**config.mk**
```make
export PLATFORM = sky130hd
export DESIGN_NAME = dmem_req_ctrl_flat
export DESIGN_NICKNAME = d
export VERILOG_FILES = /design/src/rtl/dmem_req_ctrl_if.sv /design/src/rtl/dmem_req_ctrl.sv /design/src/flat_wrapper.sv
export SDC_FILE = /design/constraint.sdc
export NUM_CORES = 1
export LEC_CHECK = 0
export BUFFER_PORTS_ARGS = -buffer_cell sky130_fd_sc_hd__buf_2
export CAP_MARGIN = 20
export CORE_ASPECT_RATIO = 0.7
export CORE_MARGIN = 1.5
export CORE_UTILIZATION = 47
export DETAILED_ROUTE_END_ITERATION = 7
export GPL_TIMING_DRIVEN = 0
export PLACE_DENSITY = 0.86
export SYNTH_ARGS = -nofsm -noshare
export SYNTH_HDL_FRONTEND = slang
export SYNTH_SLANG_ARGS = --single-unit
export TNS_END_PERCENT = 1
```
**constraint.sdc**
```tcl
create_clock -name clk -period 6.6 [get_ports clk]
set_input_delay 1.32 -clock clk [delete_from_list [all_inputs] [get_ports clk]]
set_output_delay 1.32 -clock clk [all_outputs]
set_load 0.02 [all_outputs]
```
**src/rtl/dmem_req_ctrl_if.sv**
```systemverilog
// dmem_req_ctrl_if
//   Bundles every handshake/bus signal of the data-memory request controller.
//   The controller is the bus master and uses the "master" modport. The
//   surrounding pipeline and memory (or a testbench) use the "slave" modport.
//   Signal groups:
//     mem1_req_*        : load/store request from the MEM1 issue stage
//     flush_i           : pipeline flush (exception / eret)
//     data_*            : SRAM-like bus (req / addr_ok / data_ok)
//     data_data_ok_o,
//     mem_rdata_o       : live response to MEM2
//     busy_o            : controller has work pending or in flight
interface dmem_req_ctrl_if;
   logic        mem1_req_valid_i;
   logic        mem1_req_wr_i;
   logic [1:0]  mem1_req_size_i;
   logic [31:0] mem1_req_addr_i;
   logic [3:0]  mem1_req_wstrb_i;
   logic [31:0] mem1_req_wdata_i;
   logic        mem1_req_ready_o;
   logic        flush_i;
   logic        data_req_o;
   logic        data_wr_o;
   logic [1:0]  data_size_o;
   logic [31:0] data_addr_o;
   logic [3:0]  data_wstrb_o;
   logic [31:0] data_wdata_o;
   logic        data_addr_ok_i;
   logic        data_data_ok_i;
   logic [31:0] data_rdata_i;
   logic        data_data_ok_o;
   logic [31:0] mem_rdata_o;
   logic        busy_o;

   modport master (
      input  mem1_req_valid_i, mem1_req_wr_i, mem1_req_size_i, mem1_req_addr_i,
             mem1_req_wstrb_i, mem1_req_wdata_i, flush_i,
             data_addr_ok_i, data_data_ok_i, data_rdata_i,
      output mem1_req_ready_o, data_req_o, data_wr_o, data_size_o, data_addr_o,
             data_wstrb_o, data_wdata_o, data_data_ok_o, mem_rdata_o, busy_o
   );

   modport slave (
      output mem1_req_valid_i, mem1_req_wr_i, mem1_req_size_i, mem1_req_addr_i,
             mem1_req_wstrb_i, mem1_req_wdata_i, flush_i,
             data_addr_ok_i, data_data_ok_i, data_rdata_i,
      input  mem1_req_ready_o, data_req_o, data_wr_o, data_size_o, data_addr_o,
             data_wstrb_o, data_wdata_o, data_data_ok_o, mem_rdata_o, busy_o
   );
endinterface

```
**src/rtl/dmem_req_ctrl.sv**
```systemverilog
// dmem_req_ctrl
//   Sequences the CPU data-memory port between the MEM1 issue stage and an
//   SRAM-like data bus. One request at a time is registered and held on the
//   bus until addr_ok; up to MAX_OUTST address-accepted requests may await
//   data_ok. A flush marks every in-flight access as cancelled so MEM2 only
//   sees responses belonging to live instructions.
// Ports
//   clk  : clock, rising edge
//   rst  : asynchronous reset, active-high
//   bus  : dmem_req_ctrl_if.master (MEM1 request, flush, data bus, MEM2 response, busy)
// Parameters
//   MAX_OUTST : max requests past addr_ok still awaiting data_ok (1..3)
//   CNT_W     : width of the outstanding/cancel counters, must hold MAX_OUTST
// Configuration
//   DMEM_CTRL_RDATA_REG_EN : when defined, data_data_ok_o/mem_rdata_o are
//   registered (1-cycle latency); otherwise they are combinational.
module dmem_req_ctrl #(
   parameter int MAX_OUTST = 2,
   parameter int CNT_W     = 2
) (
   input logic             clk,
   input logic             rst,
   dmem_req_ctrl_if.master bus
);
   typedef enum logic {IDLE = 1'b0, WAIT_ADDR = 1'b1} state_t;

   localparam logic [CNT_W-1:0] MAX_CNT = CNT_W'(MAX_OUTST);

   state_t           state_q, state_d;
   logic [CNT_W-1:0] outst, outst_d;
   logic [CNT_W-1:0] cancel_cnt, cancel_d;
   logic             pend_cancel, pend_cancel_d;
   logic             accept;
   logic             addr_hs;
   logic             rsp_valid;
   logic             rsp_drop;
   logic             rsp_live;

   assign bus.mem1_req_ready_o = !bus.flush_i && (state_q == IDLE) && (outst < MAX_CNT);
   assign accept    = bus.mem1_req_valid_i && bus.mem1_req_ready_o;
   // The bus request is exactly the WAIT_ADDR state.
   assign bus.data_req_o = (state_q == WAIT_ADDR);
   assign addr_hs   = bus.data_req_o && bus.data_addr_ok_i;
   // A data_ok with nothing outstanding is a stray and is ignored entirely.
   assign rsp_valid = bus.data_data_ok_i && (outst != '0);
   assign rsp_drop  = rsp_valid && (cancel_cnt != '0);
   assign rsp_live  = rsp_valid && (cancel_cnt == '0) && !bus.flush_i;
   assign bus.busy_o = bus.data_req_o || (outst != '0) || (cancel_cnt != '0);

   always_comb begin
      state_d       = state_q;
      pend_cancel_d = pend_cancel;
      cancel_d      = cancel_cnt;
      unique case (state_q)
         IDLE:      if (accept) state_d = WAIT_ADDR;
         WAIT_ADDR: if (bus.data_addr_ok_i) state_d = IDLE;
         default:   state_d = IDLE;
      endcase
      outst_d = outst + CNT_W'(addr_hs) - CNT_W'(rsp_valid);
      if (rsp_drop) cancel_d = cancel_cnt - CNT_W'(1);
      // A request flushed while waiting for addr_ok becomes a cancelled
      // outstanding request the moment the bus finally accepts it.
      if (addr_hs && pend_cancel) begin
         cancel_d      = cancel_d + CNT_W'(1);
         pend_cancel_d = 1'b0;
      end
      // Flush: every request that will be outstanding next cycle is dead.
      if (bus.flush_i) begin
         cancel_d = outst_d;
         if ((state_q == WAIT_ADDR) && !bus.data_addr_ok_i) pend_cancel_d = 1'b1;
      end
   end

   always_ff @(posedge clk or posedge rst) begin
      if (rst) begin
         state_q     <= IDLE;
         outst       <= '0;
         cancel_cnt  <= '0;
         pend_cancel <= 1'b0;
      end else begin
         state_q     <= state_d;
         outst       <= outst_d;
         cancel_cnt  <= cancel_d;
         pend_cancel <= pend_cancel_d;
      end
   end

   // Request capture: fields stay frozen on the bus until the next accept.
   always_ff @(posedge clk or posedge rst) begin
      if (rst) begin
         bus.data_wr_o    <= 1'b0;
         bus.data_size_o  <= '0;
         bus.data_addr_o  <= '0;
         bus.data_wstrb_o <= '0;
         bus.data_wdata_o <= '0;
      end else if (accept) begin
         bus.data_wr_o    <= bus.mem1_req_wr_i;
         bus.data_size_o  <= bus.mem1_req_size_i;
         bus.data_addr_o  <= bus.mem1_req_addr_i;
         bus.data_wstrb_o <= bus.mem1_req_wstrb_i;
         bus.data_wdata_o <= bus.mem1_req_wdata_i;
      end
   end

`ifdef DMEM_CTRL_RDATA_REG_EN
   logic        rsp_vld_p1;
   logic [31:0] rsp_rdata_p1;

   // Response register stage.
   always_ff @(posedge clk or posedge rst) begin
      if (rst) begin
         rsp_vld_p1   <= 1'b0;
         rsp_rdata_p1 <= '0;
      end else begin
         rsp_vld_p1   <= rsp_live;
         rsp_rdata_p1 <= bus.data_rdata_i;
      end
   end

   // A flush also kills the response already sitting in the register.
   assign bus.data_data_ok_o = rsp_vld_p1 && !bus.flush_i;
   assign bus.mem_rdata_o    = rsp_rdata_p1;
`else
   assign bus.data_data_ok_o = rsp_live;
   assign bus.mem_rdata_o    = bus.data_rdata_i;
`endif
endmodule

```
**src/flat_wrapper.sv**
```systemverilog
// flat-port wrapper written by rule: the top's interface ports become plain ports
module dmem_req_ctrl_flat 
#(
   parameter int MAX_OUTST = 2,
   parameter int CNT_W     = 2
)
  (clk, rst, bus_mem1_req_valid_i, bus_mem1_req_wr_i, bus_mem1_req_size_i, bus_mem1_req_addr_i, bus_mem1_req_wstrb_i, bus_mem1_req_wdata_i, bus_flush_i, bus_data_addr_ok_i, bus_data_data_ok_i, bus_data_rdata_i, bus_mem1_req_ready_o, bus_data_req_o, bus_data_wr_o, bus_data_size_o, bus_data_addr_o, bus_data_wstrb_o, bus_data_wdata_o, bus_data_data_ok_o, bus_mem_rdata_o, bus_busy_o);
  dmem_req_ctrl_if bus_i ();
  input logic clk;
  input logic rst;
  input wire logic [$bits(bus_i.mem1_req_valid_i)-1:0] bus_mem1_req_valid_i;
  input wire logic [$bits(bus_i.mem1_req_wr_i)-1:0] bus_mem1_req_wr_i;
  input wire logic [$bits(bus_i.mem1_req_size_i)-1:0] bus_mem1_req_size_i;
  input wire logic [$bits(bus_i.mem1_req_addr_i)-1:0] bus_mem1_req_addr_i;
  input wire logic [$bits(bus_i.mem1_req_wstrb_i)-1:0] bus_mem1_req_wstrb_i;
  input wire logic [$bits(bus_i.mem1_req_wdata_i)-1:0] bus_mem1_req_wdata_i;
  input wire logic [$bits(bus_i.flush_i)-1:0] bus_flush_i;
  input wire logic [$bits(bus_i.data_addr_ok_i)-1:0] bus_data_addr_ok_i;
  input wire logic [$bits(bus_i.data_data_ok_i)-1:0] bus_data_data_ok_i;
  input wire logic [$bits(bus_i.data_rdata_i)-1:0] bus_data_rdata_i;
  output wire logic [$bits(bus_i.mem1_req_ready_o)-1:0] bus_mem1_req_ready_o;
  output wire logic [$bits(bus_i.data_req_o)-1:0] bus_data_req_o;
  output wire logic [$bits(bus_i.data_wr_o)-1:0] bus_data_wr_o;
  output wire logic [$bits(bus_i.data_size_o)-1:0] bus_data_size_o;
  output wire logic [$bits(bus_i.data_addr_o)-1:0] bus_data_addr_o;
  output wire logic [$bits(bus_i.data_wstrb_o)-1:0] bus_data_wstrb_o;
  output wire logic [$bits(bus_i.data_wdata_o)-1:0] bus_data_wdata_o;
  output wire logic [$bits(bus_i.data_data_ok_o)-1:0] bus_data_data_ok_o;
  output wire logic [$bits(bus_i.mem_rdata_o)-1:0] bus_mem_rdata_o;
  output wire logic [$bits(bus_i.busy_o)-1:0] bus_busy_o;
  assign bus_i.mem1_req_valid_i = bus_mem1_req_valid_i;
  assign bus_i.mem1_req_wr_i = bus_mem1_req_wr_i;
  assign bus_i.mem1_req_size_i = bus_mem1_req_size_i;
  assign bus_i.mem1_req_addr_i = bus_mem1_req_addr_i;
  assign bus_i.mem1_req_wstrb_i = bus_mem1_req_wstrb_i;
  assign bus_i.mem1_req_wdata_i = bus_mem1_req_wdata_i;
  assign bus_i.flush_i = bus_flush_i;
  assign bus_i.data_addr_ok_i = bus_data_addr_ok_i;
  assign bus_i.data_data_ok_i = bus_data_data_ok_i;
  assign bus_i.data_rdata_i = bus_data_rdata_i;
  assign bus_mem1_req_ready_o = bus_i.mem1_req_ready_o;
  assign bus_data_req_o = bus_i.data_req_o;
  assign bus_data_wr_o = bus_i.data_wr_o;
  assign bus_data_size_o = bus_i.data_size_o;
  assign bus_data_addr_o = bus_i.data_addr_o;
  assign bus_data_wstrb_o = bus_i.data_wstrb_o;
  assign bus_data_wdata_o = bus_i.data_wdata_o;
  assign bus_data_data_ok_o = bus_i.data_data_ok_o;
  assign bus_mem_rdata_o = bus_i.mem_rdata_o;
  assign bus_busy_o = bus_i.busy_o;
  dmem_req_ctrl #(.MAX_OUTST(MAX_OUTST), .CNT_W(CNT_W)) u_core (.clk(clk), .rst(rst), .bus(bus_i));
endmodule
```
==> reports/results.ini, run 1 <==
[logic_synthesis]
synth_edf_count = 0
netlist_instances = 221
ys_warn_count = 0
synth.area.top_cells = dfrtp_1, mux2_4, buf_4, buf_12, ha_1
syn_nets = 333
syn_avg_cell_area_um2 = 16.3
synth_flop_cell = dfrtp_1
synth_most_common_cell = dfrtp_1
yosysUniqueCellTypes = 25
ys_ff_latch = 77
synth_area_um2 = 3600
synth_top_cell_area_share_pct = 53.5
async_reset_ff_share_pct = 100
ys_top_cells_by_count = dfrtp_1, mux2_4, buf_4, buf_12, inv_1
yosysTopAreaCell = dfrtp_1
synth_seq_area_share_pct = 53.5

[drt]
drt-initial-drc-count = 54
drc_errors = 0
num_vias = 2364
dr.pass1.iters = 4
detail-route-antenna-nets = 0
viasPerCell = 4.57
route.met3.wl_um = 584
top_layer = met4
route.met2.wl_mm = 3.71
drt-met1-wl_mm = 3.16
routedWlPerCell_um = 14.6
wirelength_mm = 7.55

[sta]
final_max_slew_viol_count = 0
period_share_pct = 51.0
tightestPinTransition_ps = 901
setup-tns-final_ps = 0
fin_skew_ps = 8.91
fin_crit_ps = 3360
grt_setup_unrepaired = no
hold_viol = 0
finalWorstSetupSlack_ps = 3240
fmax_mhz = 297
setup_viol = 0
maxSlewHeadroom_pct = 39.9

[setup_path]
end_kind = output port
worstPathMaxFanout = 6
crit_type = in -> out
crit_required_ps = 5280
start_kind = input port
worstPathArrival_ps = 2040

[placement]
port_buffers = 183
hpwl_mm = 5.73
gp_congestion = 0.763
pre_cts_ws_ps = 3260

[floorplanning]
die-area_um2 = 8210
num_rows = 26
core_area_um2 = 7350
die-height_um = 76.3
io-pin-count = 216
initial_core_util_pct = 49.0
fp.dieW_um = 108

[cts]
htreeDepth = 3
clock_latency_ps = 330
cts_resized = 0
cts_made_buffers = 9
cts_tree = done
cts_sinks = 77
holdBufCountCts = 0
post_cts_buffers = 0
clockRootBuffer = clkbuf_8
cts.clk_slew.worst_paths_ps = 70
clock_path_buffers = 2

[final_layout]
drive_above_1_share_pct = 74.9
diodes = 0
area_delta_synth_final_pct = 34.8
layout.nets = 527

[global_route]
grt_pass1_vias = 2492
antenna_found_initial = 0
grt_first_pass_wirelength_mm = 11.8
track_usage_pct = 18.7
grt_overflow = 0
grt_max_degree = 78

[run_status]
status = finished, final reports clean

[flow_run]
drv_cap = 0

[min_path]
min_path_type = reg -> reg

[power]
ir_drop_uv = 275
power_density_nw_per_um2 = 488
power.leakage_nw = 2.58

## stage by stage
step,util [%],hold slack (ps),std cells,power (W),area (um2)
floorplan,-,485,221,0.00164,3600
global placement,63.2,486,502,0.00196,4640
detailed placement,63.2,487,502,0.00200,4650
CTS,66.1,511,517,0.00240,4860
global route,66.1,522,517,0.00250,4860
finish,66.1,507,517,0.00237,4860
## cells by family (layout without fill, tap and decap cells)
logic type	count (synthesis)	count (layout)	synth area share [%]
AND/OR/NAND/NOR	10	10	1.77
buffers and inverters	47	245	11.8
XOR/XNOR	3	3	0.729
multiplexers	71	71	29.4
AO/OA/AOI/OAI	10	10	1.80
flip-flops	77	77	53.5
adder cells (fa/ha/maj)	3	3	1.04
## critical path, cell delays in order
cell and delay (ps):
buf_2 80, o21ai_1 140, nor3b_1 290, buf_2 210
## cell usage in the layout (no fill, tap or decap), types with 2 or more instances in the layout
master	instances
o21ai_0	3
clkbuf_8	10
mux2_4	69
mux2_2	2
bufinv_16	2
buf_2	183
buf_12	8
inv_1	6
xnor2_1	2
nand2_1	3
buf_4	32
ha_1	3
dfrtp_1	77
## layer usage
metal,global-route usage (%),up-vias
met5,0,-
met4,5.66,0
met2,32.7,122
li1,-,1108
met1,22.2,1125
met3,5.39,9
## power breakdown
group          internal, W  switching, W  total (W)
registers         0.000712      0.000139   0.000851
clock network     0.000221      0.000161   0.000382
logic             0.000568      0.000569    0.00114
total              0.00150      0.000869    0.00237
## final cells by class
| class | instances | area (um2) |
|---|---|---|
| buffer | 40 | 400 |
| clock buffer | 11 | 141 |
| clock inverter | 4 | 72.6 |
| fill | 564 | 2490 |
| inverter | 7 | 28.8 |
| multi-input combinational | 97 | 1250 |
| sequential | 77 | 1930 |
| tap | 98 | 123 |
| timing repair buffer | 183 | 916 |
## worst paths after layout
path	from	endpoint	slack, ps	depth (start not counted)
max	bus_data_data_ok_i	bus_data_data_ok_o	3240	4
max reg2reg	u_core.outst[1]	u_core.cancel_cnt[1]	4640	9
max in group asynchronous	rst	u_core.bus.data_addr_o[5]	4830	2
min in group asynchronous	rst	u_core.bus.data_wdata_o[30]	1190	2
min reg2reg	u_core.bus.data_wr_o	u_core.bus.data_wr_o	510	1
min	u_core.bus.data_wr_o	u_core.bus.data_wr_o	510	1
## sequential cells by signal, indices dropped and copies added (netlist names), named ones only
signal and flops:
u_core.bus.data_addr_o 32, u_core.bus.data_req_o 1, u_core.bus.data_size_o 2, u_core.bus.data_wdata_o 32, u_core.bus.data_wr_o 1, u_core.bus.data_wstrb_o 4
u_core.cancel_cnt 2, u_core.outst 2
Note: power is estimated with default switching activity, not from simulation.
==> run 2: changes to the inputs <==
--- a/config.mk
+++ b/config.mk
@@ -9,10 +9,10 @@
 export CAP_MARGIN = 20
 export CORE_ASPECT_RATIO = 0.7
 export CORE_MARGIN = 1.5
-export CORE_UTILIZATION = 47
+export CORE_UTILIZATION = 44
 export DETAILED_ROUTE_END_ITERATION = 7
 export GPL_TIMING_DRIVEN = 0
-export PLACE_DENSITY = 0.86
+export PLACE_DENSITY = 0.81
 export SYNTH_ARGS = -nofsm -noshare
 export SYNTH_HDL_FRONTEND = slang
 export SYNTH_SLANG_ARGS = --single-unit
==> constraint.sdc (replaced) <==
create_clock -name clk -period 3.3 [get_ports clk]
set_input_delay 0.66 -clock clk [delete_from_list [all_inputs] [get_ports clk]]
set_output_delay 0.66 -clock clk [all_outputs]
set_load 0.02 [all_outputs]
==> run 2 against run 1 <==
  * Register-to-register slack lost 3200 ps
  * Routed wire length down 4.1%
  * Die area up 6.6%
  * Design area is 1.2% higher
  * Largest cell class unchanged
  * Highest routed layer unchanged
==> reports/results.ini, run 2 (synthesized netlist as in run 1, its figures left out) <==
[run_status]
status = finished, final reports clean

[drt]
viasPerCell = 4.44
wirelength_mm = 7.24
detail-route-antenna-nets = 0
num_vias = 2312
drc_errors = 0
dr.pass1.iters = 4
routedWlPerCell_um = 13.9
drt-initial-drc-count = 71

[cts]
holdBufCountCts = 0
cts.clk_slew.worst_paths_ps = 60
post_cts_buffers = 0
clock_latency_ps = 320
cts_sinks = 77
cts_made_buffers = 9
htreeDepth = 3
clock_path_buffers = 2
cts_tree = done
cts_resized = 0
clockRootBuffer = clkbuf_16

[final_layout]
layout_commonest_cell = buf_2
layout.nets = 527
area_delta_synth_final_pct = 36.4
reg_top3 = u_core.bus.data_addr_o: 32 flops, u_core.bus.data_wdata_o: 32 flops, u_core.bus.data_wstrb_o: 4 flops
final_cell_mix = buf_2, dfrtp_1, mux2_4
nFillCells = 637
fin_cells = 521
fin_area_um2 = 4920
drive_above_1_share_pct = 75.2
diodes = 0

[sta]
setup_viol = 0
grt_setup_unrepaired = no
maxSlewHeadroom_pct = 38.9
period_share_pct = 73.9
fmax_mhz = 410
final_max_slew_viol_count = 0
tightestPinTransition_ps = 916
fin_skew_ps = 7.00
fin_crit_ps = 2440
hold_viol = 0

[placement]
port_buffers = 183
hpwl_mm = 5.33
gp_congestion = 0.742
placedCellCount = 505
place_area_um2 = 4650

[power]
power.leakage_nw = 2.60
ir_drop_uv = 558
power_density_nw_per_um2 = 982

[floorplanning]
io-pin-count = 216
die-height_um = 78.7
num_rows = 27
fp.dieW_um = 111
initial_core_util_pct = 45.6
die-area_um2 = 8750
core_area_um2 = 7910

[min_path]
min_path_type = reg -> reg

[setup_path]
end_kind = output port
crit_required_ps = 2640
r2r_slack_ps = 1400
worstPathArrival_ps = 1780
crit_type = reg -> out
start_kind = register
worstPathMaxFanout = 6

[global_route]
grt_overflow = 0
grt_pass1_vias = 2298
grt_max_degree = 78
antenna_found_initial = 0
track_usage_pct = 16.5
grt_first_pass_wirelength_mm = 11.3

[flow_run]
drv_cap = 0

==> run 2: cell count changes in the layout (fill, tap and decap cells not counted) <==
cell / change
clkinv_2: +3
clkinvlp_4: +2
clkbuf_16: +9
clkbuf_8: -10
clkbuf_1: -1
bufinv_16: -2
==> run 2: critical path, cell delays in order (launching register included) <==
cell     delay, ps
dfrtp_1        390
inv_1           60
ha_1           230
or4b_2         600
buf_2          180
==> run 2: layout make-up <==
type	instances	area, um2	area share, %
Inverter	7	28.8	0.585
Tap cell	101	126	2.57
Clock inverter	7	42.5	0.865
Multi-Input combinational cell	97	1250	25.4
Sequential cell	77	1930	39.2
Timing Repair Buffer	183	916	18.6
Buffer	40	400	8.14
Clock buffer	9	225	4.58
==> run 2: final timing paths <==
kind / cells past startpoint / end / from
min in group asynchronous: 2 / u_core.bus.data_wdata_o[26] / rst
min reg2reg: 1 / u_core.bus.data_addr_o[2] / u_core.bus.data_addr_o[2]
max: 4 / bus_busy_o / u_core.cancel_cnt[0]
min: 1 / u_core.bus.data_addr_o[2] / u_core.bus.data_addr_o[2]
max reg2reg: 9 / u_core.cancel_cnt[1] / u_core.outst[1]
max in group asynchronous: 2 / async pin / rst
==> run 2: metal layers <==
| metal | vias up | GRT usage, % | wire length, um |
|---|---|---|---|
| met2 | 113 | 27.1 | 3460 |
| met5 | - | 0 | 0 |
| met4 | 0 | 5.70 | 55 |
| met1 | 1087 | 21.1 | 3160 |
| met3 | 4 | 5.04 | 559 |
| li1 | 1108 | - | - |
==> run 2: metrics by stage <==
step / hold WS, ps / TNS [ps] / total power, W / worst slack [ps] / utilization, %
6_report: 503 / 0 / 0.00483 / 860 / 62.2
5_1_grt: 516 / 0 / 0.00510 / 748 / 62.2
4_1_cts: 506 / 0 / 0.00488 / 841 / 62.2
3_5_place_dp: 486 / 0 / 0.00398 / 1150 / 58.8
3_3_place_gp: 486 / -4340 / 0.00392 / -60.6 / 58.8
2_1_floorplan: 485 / 0 / 0.00329 / 673 / -
==> run 2: where the power goes <==
group / leakage, nW / total, W / switching [W] / internal (W)
clock: 0.127 / 0.000870 / 0.000367 / 0.000503
sequential: 0.915 / 0.00170 / 0.000271 / 0.00143
combinational: 1.56 / 0.00226 / 0.00112 / 0.00114
